==> config.mk <==
export PLATFORM = sky130hd
export DESIGN_NAME = alu_arbiter
export DESIGN_NICKNAME = d
export VERILOG_FILES = /design/src/rtl/alu_pkg.sv /design/src/rtl/alu.sv /design/src/rtl/alu_arbiter.sv
export SDC_FILE = /design/constraint.sdc
export NUM_CORES = 1
export LEC_CHECK = 0
export CORE_MARGIN = 2
export CORE_UTILIZATION = 55
export DETAILED_ROUTE_END_ITERATION = 7
export HOLD_SLACK_MARGIN = 0.02
export PLACE_DENSITY = 0.8
export SYNTH_ARGS = -nofsm -noshare
export SYNTH_HDL_FRONTEND = slang
export SYNTH_SLANG_ARGS = --single-unit
==> constraint.sdc <==
create_clock -name clk -period 11.2 [get_ports clk]
set_input_delay 2.24 -clock clk [delete_from_list [all_inputs] [get_ports clk]]
set_output_delay 2.24 -clock clk [all_outputs]
set_load 0.05 [all_outputs]
==> src/rtl/alu_pkg.sv <==
// Shared ALU definitions: control-word width and the team 4-bit op code encoding.
package alu_pkg;
  localparam int ALU_CTRL_W = 4;

  localparam logic [ALU_CTRL_W-1:0] ALU_ADD  = 4'b0000;
  localparam logic [ALU_CTRL_W-1:0] ALU_SUB  = 4'b0001;
  localparam logic [ALU_CTRL_W-1:0] ALU_AND  = 4'b0010;
  localparam logic [ALU_CTRL_W-1:0] ALU_OR   = 4'b0011;
  localparam logic [ALU_CTRL_W-1:0] ALU_SLL  = 4'b0100;
  localparam logic [ALU_CTRL_W-1:0] ALU_SLT  = 4'b0101;
  localparam logic [ALU_CTRL_W-1:0] ALU_SLTU = 4'b0110;
  localparam logic [ALU_CTRL_W-1:0] ALU_XOR  = 4'b0111;
  localparam logic [ALU_CTRL_W-1:0] ALU_SRA  = 4'b1000;
  localparam logic [ALU_CTRL_W-1:0] ALU_SRL  = 4'b1001;
endpackage

==> src/rtl/alu.sv <==
// Purely combinational ALU; undefined op codes produce 0 (and thus zero=1).
module alu
  import alu_pkg::*;
#(
  parameter int WIDTH = 32
) (
  input  logic [WIDTH-1:0]      a_i,
  input  logic [WIDTH-1:0]      b_i,
  input  logic [ALU_CTRL_W-1:0] ctrl_i,
  output logic [WIDTH-1:0]      result_o,
  output logic                  zero_o
);
  localparam int SH_W = $clog2(WIDTH);

  logic [SH_W-1:0] shamt;
  logic            lt_s;
  logic            lt_u;

  assign shamt = b_i[SH_W-1:0];
  assign lt_s  = $signed(a_i) < $signed(b_i);
  assign lt_u  = a_i < b_i;

  always_comb begin
    result_o = '0;
    case (ctrl_i)
      ALU_ADD:  result_o = a_i + b_i;
      ALU_SUB:  result_o = a_i - b_i;
      ALU_AND:  result_o = a_i & b_i;
      ALU_OR:   result_o = a_i | b_i;
      ALU_SLL:  result_o = a_i << shamt;
      ALU_SLT:  result_o = {{(WIDTH-1){1'b0}}, lt_s};
      ALU_SLTU: result_o = {{(WIDTH-1){1'b0}}, lt_u};
      ALU_XOR:  result_o = a_i ^ b_i;
      ALU_SRA:  result_o = $unsigned($signed(a_i) >>> shamt);
      ALU_SRL:  result_o = a_i >> shamt;
      default:  result_o = '0;
    endcase
  end

  assign zero_o = (result_o == '0);
endmodule

==> src/rtl/alu_arbiter.sv <==
// Two-requester round-robin front end for one shared ALU with a single-entry
// registered output stage. Handshake: a transfer happens on a port when valid
// and ready are both high in the same cycle; senders hold valid/data until then.
module alu_arbiter
  import alu_pkg::*;
#(
  parameter int WIDTH = 32
) (
  input  logic                  clk,
  input  logic                  reset,
  input  logic                  req0_valid,
  output logic                  req0_ready,
  input  logic [WIDTH-1:0]      req0_a,
  input  logic [WIDTH-1:0]      req0_b,
  input  logic [ALU_CTRL_W-1:0] req0_ctrl,
  input  logic                  req1_valid,
  output logic                  req1_ready,
  input  logic [WIDTH-1:0]      req1_a,
  input  logic [WIDTH-1:0]      req1_b,
  input  logic [ALU_CTRL_W-1:0] req1_ctrl,
  output logic                  resp_valid,
  input  logic                  resp_ready,
  output logic [WIDTH-1:0]      resp_out,
  output logic                  resp_zero,
  output logic                  resp_id
);
  logic                  resp_valid_q;
  logic [WIDTH-1:0]      resp_out_q;
  logic                  resp_zero_q;
  logic                  resp_id_q;
  logic                  last_grant_q;

  logic                  accept_ok;
  logic                  grant1;
  logic                  grant0;
  logic                  xfer;
  logic [WIDTH-1:0]      alu_a;
  logic [WIDTH-1:0]      alu_b;
  logic [ALU_CTRL_W-1:0] alu_ctrl;
  logic [WIDTH-1:0]      alu_result;
  logic                  alu_zero;

  assign accept_ok = !resp_valid_q || resp_ready;

  // On a tie, the requester that did not win the previous transfer goes next.
  assign grant1 = req1_valid && (!req0_valid || !last_grant_q);
  assign grant0 = req0_valid && !grant1;

  assign req0_ready = grant0 && accept_ok && !reset;
  assign req1_ready = grant1 && accept_ok && !reset;
  assign xfer       = req0_ready || req1_ready;

  assign alu_a    = grant1 ? req1_a    : req0_a;
  assign alu_b    = grant1 ? req1_b    : req0_b;
  assign alu_ctrl = grant1 ? req1_ctrl : req0_ctrl;

  alu #(.WIDTH(WIDTH)) u_alu (
    .a_i      (alu_a),
    .b_i      (alu_b),
    .ctrl_i   (alu_ctrl),
    .result_o (alu_result),
    .zero_o   (alu_zero)
  );

  always_ff @(posedge clk) begin
    if (reset) begin
      resp_valid_q <= 1'b0;
      resp_out_q   <= '0;
      resp_zero_q  <= 1'b0;
      resp_id_q    <= 1'b0;
      last_grant_q <= 1'b1;
    end else if (xfer) begin
      resp_valid_q <= 1'b1;
      resp_out_q   <= alu_result;
      resp_zero_q  <= alu_zero;
      resp_id_q    <= grant1;
      last_grant_q <= grant1;
    end else if (resp_ready) begin
      // Drain without refill: data fields keep their last values.
      resp_valid_q <= 1'b0;
    end
  end

  assign resp_valid = resp_valid_q;
  assign resp_out   = resp_out_q;
  assign resp_zero  = resp_zero_q;
  assign resp_id    = resp_id_q;
endmodule

==> impl_metrics.py <==
metrics = {
    "floorplan": {
        "core-area_um2": 24320,
        "ios": 178,
        "die_y_um": 161.2,
        "dieArea_um2": 25990,
        "rows": 57,
        "die_width_um": 161.2,
        "initial_core_util_pct": 55.90,
    },
    "cts": {
        "cts_resized": 0,
        "cts-root-buf": "clkbuf_16",
        "cts_buffers": 5,
        "hold_buffers": 0,
        "clk_pin_slew_ns": 0.05,
        "h-tree-depth": 2,
        "cts_buffer_depth": 2,
        "cts_tree": "done",
        "clk_latency_ns": 0.28,
        "cts.sinks": 36,
        "postCtsSetupBuffers": 0,
    },
    "global_route": {
        "track_usage_pct": 49.51,
        "grt_pass1_vias": 15849,
        "grt_max_degree": 131,
        "grt_pass1_wl_um": 98840,
        "antenna_found_initial": 1,
        "overflow": 0,
    },
    "timing": {
        "finalSetupViolCount": 0,
        "finalCriticalPeriod_ns": 8.444,
        "finalCritPeriodShare_pct": 75.39,
        "fin_skew_ns": 0.003994,
        "setup_tns_ns": 0,
        "hold_viol": 0,
        "max_freq_ghz": 0.1184,
        "slew_headroom_pct": 4.897,
        "rsz0062_at_grt": "false",
        "worstMarginPinSlew_ns": 1.414,
        "drv_slew": 0,
    },
    "routing": {
        "dr.pass1.iters": 7,
        "post_drt_wl_per_cell_um": 28.03,
        "drt-initial-drc-count": 3145,
        "drt_wl_total_um": 66860,
        "vias": 17220,
        "vias_per_cell": 7.220,
        "drc": 0,
        "postRouteAntennaNets": 0,
    },
    "worst_setup_path": {
        "cp.arrival_ns": 8.64,
        "cp_slowest_cell": "nor3_1",
        "cp_cell_sequence": "clkdlybuf4s50_1 > a21bo_4 > buf_4 > buf_4 > nand2_1 > nand2_1 > ha_1 > nor3_1 > nand2_1 > nor3_1 > and3_1 > o21ai_0 > a31oi_1 > nand4_1 > nor4_1 > nand4_1 > o31ai_2",
        "cpMostUsedCell": "nand2_1",
        "worst_path_largest_cell_delay_ns": 0.73,
        "crit_fanout": 44,
        "cp-end-kind": "flop",
        "worstPathRequired_ns": 11.40,
        "worstSetupPathType": "primary input to flop",
        "startpoint_type": "primary input",
    },
    "power": {
        "power.density_nw_per_um2": 92.83,
        "vdd_drop_max_mv": 0.09535,
        "p_leak_nw": 6.559,
    },
    "placement": {
        "dp.cells": 2376,
        "place_congestion": 1.169,
        "port_buffers": 177,
        "hpwl_um": 51750,
    },
    "layout": {
        "drive_above_1_share_pct": 5.388,
        "area_growth_pct": 13.66,
        "fillers": 2191,
        "final_core_util_pct": 63.53,
        "final_nets": 2298,
        "final_cell_count_no_fill": 2385,
    },
    "synth": {
        "async_flop_share_pct": 0,
        "yosys_warnings": 0,
        "netlist_instances": 2001,
        "yosysSeqAreaShare_pct": 5.301,
        "synth_cell_types": 91,
        "synth_edf_count": 0,
        "avgSynthCellArea_um2": 6.794,
        "syn-cell-area_um2": 13590,
        "syn-num-nets": 2240,
        "synth_ff_type": "dfxtp_1",
        "ys_ff_latch": 36,
    },
    "min_path": {
        "hold_path_class": "flop to flop",
    },
    "status": {
        "outcome": "finished, final reports clean",
    },
    "run": {
        "cap_viol_max_count": 0,
    },
}
## cells in the mapped netlist, drive strengths merged (16+ instances only)
cell type / count / area, µm²
a221oi: 18 / 157.7
a21o: 16 / 120.1
ha: 96 / 1201
buf: 80 / 471.7
o22ai: 26 / 162.7
mux2: 25 / 296.5
nand4: 25 / 156.4
nor3: 60 / 300.3
o21ai: 103 / 515.5
o21bai: 20 / 150.1
nor2b: 25 / 156.4
nand2b: 16 / 100.1
clkbuf: 74 / 277.8
nor2: 179 / 671.9
a211oi: 69 / 528.0
dfxtp: 36 / 720.7
o211ai: 24 / 180.2
nor4: 20 / 125.1
nand3: 46 / 230.2
a21oi: 108 / 540.5
a31oi: 27 / 168.9
a22oi: 30 / 225.2
mux2i: 250 / 2530
inv: 100 / 375.4
nand2: 298 / 1121
xnor2: 20 / 175.2
## sequential cells by signal, indices dropped and copies added (netlist names)
| register | count |
|---|---|
| resp_id | 1 |
| resp_valid | 1 |
| last_grant_q | 1 |
| resp_out | 32 |
| resp_zero | 1 |
## final cells by class
type	instances	area [µm²]	share of cell area (%)
Multi-Input combinational cell	1709	11790	76.28
Clock buffer	6	128.9	0.8341
Timing Repair Buffer	205	1989	12.88
Clock inverter	2	35.03	0.2267
Inverter	102	382.9	2.478
Antenna cell	1	2.502	0.01620
Sequential cell	36	720.7	4.664
Tap cell	324	405.4	2.624
## metrics by stage
step / setup slack (ns) / hold WS (ns) / total power, mW / area [µm²]
2_1_floorplan: 4.364 / 0.5414 / 0.8602 / 13590
3_3_place_gp: 2.954 / 0.4843 / 1.205 / 15280
3_5_place_dp: 2.786 / 0.4811 / 1.217 / 15280
4_1_cts: 3.050 / 0.4923 / 1.377 / 15450
5_1_grt: 2.608 / 0.5216 / 1.492 / 15450
6_report: 2.756 / 0.4902 / 1.434 / 15450
## final timing paths
path / to / startpoint / depth (start not counted) / slack [ns]
min reg2reg: resp_out[1] / resp_out[1] / 2 / 0.49
min: resp_out[1] / resp_out[1] / 2 / 0.49
max reg2reg: resp_zero / last_grant_q / 16 / 4.94
max: resp_zero / req0_valid / 17 / 2.76
## kinds of logic after synthesis
| kind of cell | after synthesis | synth area share (%) |
|---|---|---|
| AO/OA/AOI/OAI | 566 | 28.66 |
| XOR/XNOR | 22 | 1.417 |
| adder cells (fa/ha/maj) | 98 | 9.130 |
| buffers and inverters | 256 | 8.330 |
| flip-flops | 36 | 5.301 |
| multiplexers | 283 | 22.12 |
| AND/OR/NAND/NOR | 740 | 25.04 |
## metal layers
| metal | GRT usage [%] | vias up | share of wire, % |
|---|---|---|---|
| met5 | 0 | - | 0 |
| met4 | 32.91 | 0 | 8.5 |
| met3 | 12.79 | 340 | 14 |
| met2 | 73.51 | 1471 | 41 |
| met1 | 63.15 | 7863 | 37 |
| li1 | - | 7546 | - |
## layout by cell type, fill, tap and decap left out, types with 16 or more instances in the layout
cell type / count
clkdlybuf4s50_1: 175
nand2b_1: 16
o22ai_1: 26
mux2_2: 21
a22oi_1: 30
nand2_1: 297
a221oi_1: 18
nor3_1: 60
o21ai_0: 97
nor2b_1: 25
a211oi_1: 67
nor2_1: 178
nand4_1: 25
a21oi_1: 108
nand3_1: 46
ha_1: 96
xnor2_1: 20
a21o_1: 16
dfxtp_1: 36
o21bai_1: 20
inv_1: 96
nor4_1: 20
mux2i_1: 240
o211ai_1: 24
a31oi_1: 27
buf_4: 29
## where the power goes
part | switching, mW | internal [mW]
Combinational | 0.754 | 0.374
Sequential | 0.00770 | 0.140
Clock | 0.0536 | 0.105
## worst max-delay path, delay by kind of cell
kind            cells  cell delay, ns
compound gates      4            1.50
buf+inv             3            1.85
simple gates        9            2.49
fa+ha+maj           1            0.54
(Power assumes the default switching activity.)
